<file path="config.mk">
export PLATFORM = sky130hd
export DESIGN_NAME = shift_pipe
export DESIGN_NICKNAME = d
export VERILOG_FILES = /design/src/rtl/shift_pipe.sv
export SDC_FILE = /design/constraint.sdc
export NUM_CORES = 1
export LEC_CHECK = 0
export BUFFER_PORTS_ARGS = -buffer_cell sky130_fd_sc_hd__buf_4
export CAP_MARGIN = 0
export CORE_MARGIN = 8
export CORE_UTILIZATION = 55
export CTS_BUF_LIST = sky130_fd_sc_hd__clkbuf_4 sky130_fd_sc_hd__clkbuf_8 sky130_fd_sc_hd__clkbuf_16
export CTS_CLUSTER_DIAMETER = 80
export DETAILED_ROUTE_END_ITERATION = 16
export PLACE_DENSITY = 0.84
export SETUP_SLACK_MARGIN = 0.1
export SLEW_MARGIN = 25
export SYNTH_ARGS = -nofsm -noshare
export SYNTH_HDL_FRONTEND = slang
export SYNTH_SLANG_ARGS = --single-unit
</file>
<file path="constraint.sdc">
create_clock -name clk -period 1.65 [get_ports clk]
set_input_delay 0.33 -clock clk [delete_from_list [all_inputs] [get_ports clk]]
set_output_delay 0.33 -clock clk [all_outputs]
set_load 0.05 [all_outputs]
</file>
<file path="src/rtl/shift_pipe.sv">
// Pipelined barrel shifter: stage k shifts by 2^k when shift bit k is set.
// A result is visible on oBits/oValid STAGES-1 edges after its accepting edge and is consumed on the STAGES-th.
module shift_pipe #(
  parameter int width = 8
) (
  input  logic                     clk,
  input  logic                     rst,
  input  logic                     iValid,
  output logic                     iReady,
  input  logic [width-1:0]         iBits,
  input  logic [$clog2(width)-1:0] shift,
  input  logic [1:0]               mode,
  output logic                     oValid,
  input  logic                     oReady,
  output logic [width-1:0]         oBits
);
  localparam int STAGES = $clog2(width);

  localparam logic [1:0] M_LSR = 2'b00;
  localparam logic [1:0] M_LSL = 2'b01;
  localparam logic [1:0] M_ASR = 2'b10;

  typedef struct packed {
    logic [width-1:0]  data;
    logic [1:0]        mode;
    logic [STAGES-1:0] shamt;
    logic              fill;
  } stage_t;

  stage_t            in_s;
  stage_t            stg [STAGES];
  logic [STAGES-1:0] vld;
  logic              adv;

  assign adv    = !oValid || oReady;
  assign iReady = rst && adv;
  assign oValid = vld[STAGES-1];
  assign oBits  = stg[STAGES-1].data;

  always_comb begin
    in_s       = '0;
    in_s.data  = iBits;
    in_s.mode  = mode;
    in_s.shamt = shift;
    in_s.fill  = iBits[width-1];
  end

  for (genvar k = 0; k < STAGES; k++) begin : g_stage
    localparam int AMT = 1 << k;
    localparam logic [width-1:0] FILL_MSK = ~({width{1'b1}} >> AMT);

    stage_t src;
    stage_t nxt;
    stage_t st_q;
    logic   vin;
    logic   vld_q;

    if (k == 0) begin : g_head
      assign src = in_s;
      assign vin = iValid;
    end else begin : g_body
      assign src = stg[k-1];
      assign vin = vld[k-1];
    end

    always_comb begin
      nxt = src;
      if (src.shamt[k]) begin
        unique case (src.mode)
          M_LSR:   nxt.data = src.data >> AMT;
          M_LSL:   nxt.data = src.data << AMT;
          M_ASR:   nxt.data = (src.data >> AMT) | (src.fill ? FILL_MSK : '0);
          default: nxt.data = (src.data >> AMT) | (src.data << (width - AMT));
        endcase
      end
    end

    // The last stage only loads real results so oBits keeps its value across bubbles.
    always_ff @(posedge clk) begin
      if (!rst) begin
        st_q  <= '0;
        vld_q <= 1'b0;
      end else if (adv) begin
        vld_q <= vin;
        if (k != STAGES - 1 || vin) st_q <= nxt;
      end
    end

    assign stg[k] = st_q;
    assign vld[k] = vld_q;
  end

endmodule

</file>
### Yosys cells after proc, flatten, opt, wreduce, memory -nomap -nowiden

Index checks and enable logic that the tools add are counted.

* bits in registers: 39
* latch bits: 0
* bits in writable memories: 0
* bits in read-only memories: 0
* input port bits: 17
* output and inout bits: 10
* memories kept: 0

* add/sub/neg operators: 0
* multipliers: 0
* div/mod/pow operators: 0
* order comparisons: 0
* eq/ne operators: 6
* shift-type cells: 0
* mux-type cells: 9
* bitwise operators: 6
* reductions and logical operators: 7

Operator list (count)
* 8-bit case mux with 3 select lines: 3
* 8-bit 2-to-1 mux: 6
* 4-bit by 8-bit OR with 8-bit output: 2
* 6-bit by 8-bit OR with 8-bit output: 2
* 7-bit by 8-bit OR with 8-bit output: 2
* 2-bit by 1-bit == test with 1-bit output, second input constant: 3
* 2-bit == test, second input constant: 3
* 2-bit zero test: 3
* 2-bit AND reduction: 1
* 1-bit logical AND: 1
* 1-bit zero test: 1
* 1-bit logical OR: 1

### Longest topological paths before layout

* depth after elaboration: 4
* gate-level depth with buffers: 5
* gate-level depth less buffers: 4

### Least setup slack after synthesis

No wires, ideal clock.

* path kind: flip-flop to output port
* start: register g_stage[2].vld_q, in the netlist oValid
* end: output iReady
* arrival time: 1427 ps
* path slack: -107 ps
* stages on the path, launching flop included: 5
* cells stage by stage: dfxtp_1 -> nand2b_2 -> buf_4 -> buf_4 -> and2_1

* cells in the longest elaborated chain, start to end: 3

RTL lines
* from (decl): line 56 `logic vld_q;`
* from (signal assigned): line 84 `vld_q <= vin;`
* 1-bit zero test: line 35 `assign adv = !oValid || oReady;`
* 1-bit logical OR: line 35
* 1-bit logical AND: line 36 `assign iReady = rst && adv;`
* to (decl): line 9 `output logic iReady,`

No other way between the ends.

### Worst setup path in the final report

Same ends and word-level chain as after synthesis.

==> summary.md <==
| Metric | Value |
|---|---|
| Clk_skew | 0.0114 ns |
| Post-synth EDFFs | 0 |
| Max-cap violations | 0 |
| Core box area | about 0.003 mm² |
| Number of remaining DRC errors | 0 |
| Max layer used | met4 |
| CP arrival | between 1 and 1.5 ns |
| Area contributors post-synth | dfxtp_1 (40%), nand2_1 (9.5%), o211ai_1 (6.7%) |
| Layout net count | 246 |
| Ant diodes | 0 |
| Area leader, netlist | dfxtp_1 |
| Area of the multi-input gates | 957 µm² |
| Largest net degree at the start of global routing | 31 |
| Worst-Skew Late Latency | 0.33 ns |
| Total power per unit cell area | 863 mW/mm² |
| Vias in the first global route | 1490 |
| Top_reg_cell synth | dfxtp_1 |
| Final WS setup | 0.171 ns |
| Via density | 5.61 |
| CTS clk-pin slew, worst paths | ~0.10 ns |
| Area after DPL | between 0.0015 and 0.002 mm² |
| Initial DRT Pass Iterations | 4 |
| Final total power | 0.00177 W |
| Port-buffer cells | 26 |
| Pins over their slew limit | 0 |
| Depth of the CTS H-tree | 2 |
| Leakage | 0.824 nW |
| Final Cell Area | between 0.002 and 0.0025 mm² |
| Aggregate global-route resource usage | around 15% |
| Netlist cell types | 32 |
| Antenna violations before repair | 0 |
| Die ar. | 0.00532 mm² |
| Setup violations, final | 0 |
| VDD IR-drop max | 0.564 mV |
| Type of the worst min-delay path | input port to register |
| Final Instance Count excl. Fillers | 274 |
| Ys Warns | 0 |
| CP max FO | 10 |
| Antenna viol nets, final | 0 |
| Post-CTS setup buffer count | 0 |
| Buf/Inv on CP | 1 |
| Crit end category | output port |
| Mapped Nets | 226 |
| First-pass GRT wire length | 6.56 mm |
| CP delay by family, top | flip-flops |
| Mapped Cells | 209 |
| TNS Setup | 0 ns |
| RSZ-0062 raised after global routing | false |
| # hold bufs at CTS | 0 |
| Max-slew headroom | 65.5% |
| Remaining Overflow, GRT | 0 |
| Die Ht | 72.9 µm |
| Tmin final | roughly 1.5 ns |
| Synthesized cell area | approximately 0.0018 mm² |
| Rows | 20 |
| DRT met1 WL | 1.82 mm |
| WS Path Type | register to output port |
| Fmax | 0.676 GHz |
| DR WL met2 | 1.74 mm |
| Average wire per standard cell | 13.8 µm |
| Startpoint class of the critical path | register |
| TritonCTS clock tree | built |
| WL final | 3.77 mm |
| Ports | 27 |
| Via count | about 1500 |
| GP Congestion | 0.858 |
| Clock sinks | 36 |
| WP data required | 1.32 ns |
| Sequential-to-total area share from yosys stat | 40.4% |
| Register Area | between 700 and 800 µm² |
| Worst-Margin Slew | 0.516 ns |
| Die Span X | around 73 µm |
| Placed cells | 266 |
| WL met3 | 155 µm |
| FILL cells | 263 |
| DP Worst Slack | 0.182 ns |
| Largest stage delay, worst path | about 0.38 ns |
| Synth top cells by count | nand2_1 (45), dfxtp_1 (36), o211ai_1 (16), a21boi_0 (15) |
| Fraction of layout cells with a size suffix above 1 | 22.6% |
| Crit-path cells | nand2b_4 -> and2_2 -> buf_6 |
| CTS root buffer | clkbuf_4 |
| CTS buffer count | 5 |
| Detail Placement HPWL | between 2 and 3 mm |
| Status | finished, final reports clean |
| Hold Vio Cnt, Final | 0 |
| Area growth from synthesis to layout | 15.4% |
| Synth top area share | approximately two fifths |
| Async S/R FF share, synth | 0% |
| Post-synthesis area per instance | roughly 8.5 µm² |
| DRT iter0 DRCs | roughly 130 |
| Maximum clock insertion buffer count | 2 |
| Slowest cell on crit path | dfxtp_4 |
| Ratio of final minimum period to clock period | about nine tenths |
| Most common cell in the synthesized netlist | nand2_1 |
| Starting Density | 57.9% |
| #FFs+latches synth | 36 |
==> cells by family after synthesis <==
logic type      Yosys count  synth area share [%]
mux                       7                  4.14
compound gates           65                  27.4
buf+inv                  19                  6.18
flops                    36                  40.4
simple gates             82                  21.8
==> metrics by stage <==
stage	hold WS [ns]	util, %
after global placement	0.451	64.3
after detailed placement	0.457	64.3
after CTS	0.254	66.6
after global routing	0.245	66.8
final	0.255	66.8
after floorplan	0.441	-
==> registers in the layout, indices dropped and copies added, names as in the netlist <==
register / cells
g_stage.st_q: 25
g_stage.vld_q: 2
oBits: 8
oValid: 1
==> where the power goes <==
group	leakage (nW)	switching, W	internal, W
sequential	0.298	0.0000544	0.000922
combinational	0.487	0.000150	0.000136
clock	0.0394	0.000267	0.000243
total	0.824	0.000472	0.00130
==> final timing paths <==
| path | slack (ns) | cells after the start | from | end |
|---|---|---|---|---|
| worst min register to register | 0.46 | 2 | oBits[4]$_SDFFE_PN0P_ | oBits[4]$_SDFFE_PN0P_ |
| worst max register to register | 0.34 | 4 | g_stage[0].st_q[4]$_SDFFE_PN0N_ | g_stage[1].st_q[10]$_SDFFE_PN0N_ |
| worst min-delay path | 0.26 | 3 | iValid | g_stage[0].vld_q$_SDFFE_PN0N_ |
| worst max-delay path | 0.17 | 3 | oValid$_SDFFE_PN0N_ | iReady |
==> per-layer routing <==
metal / track usage [%] / up-vias
met1: 19.7 / 707
met4: 5.78 / 0
met3: 3.98 / 10
met2: 23.5 / 28
met5: 0 / -
li1: - / 793
==> worst min-delay path, cell delays in order <==
cell      delay, ns
buf_4          0.11
nand2_1        0.04
a21boi_0       0.06
==> repair_timing <==
item / in CTS / in global routing
endpoints found under the setup margin: 1 / 1
gates resized for setup: 1 / 2
cloned: 0 / 0
==> cell usage in the layout, fill, tap and decap left out, drive strengths merged <==
master / instances
mux2: 3
nor4b: 2
nor2b: 8
and2: 2
o211ai: 16
nand2: 45
nand3b: 1
nand3: 4
nand2b: 4
nor3: 2
buf: 31
mux2i: 4
a31o: 11
o211a: 1
inv: 1
a311oi: 6
a22oi: 1
a21oi: 7
nor2: 8
o21a: 1
a21boi: 15
clkbuf: 8
a31oi: 6
dfxtp: 36
nor3b: 6
o221ai: 1
==> layout make-up <==
class	count	share of cell area, %
inverters	1	0.183
clock buffers	8	3.23
well taps	44	2.68
multi-input cells	154	46.6
flip-flops and latches	36	35.2
repair buffers	31	12.1
Power figures use the tool's default switching activity.
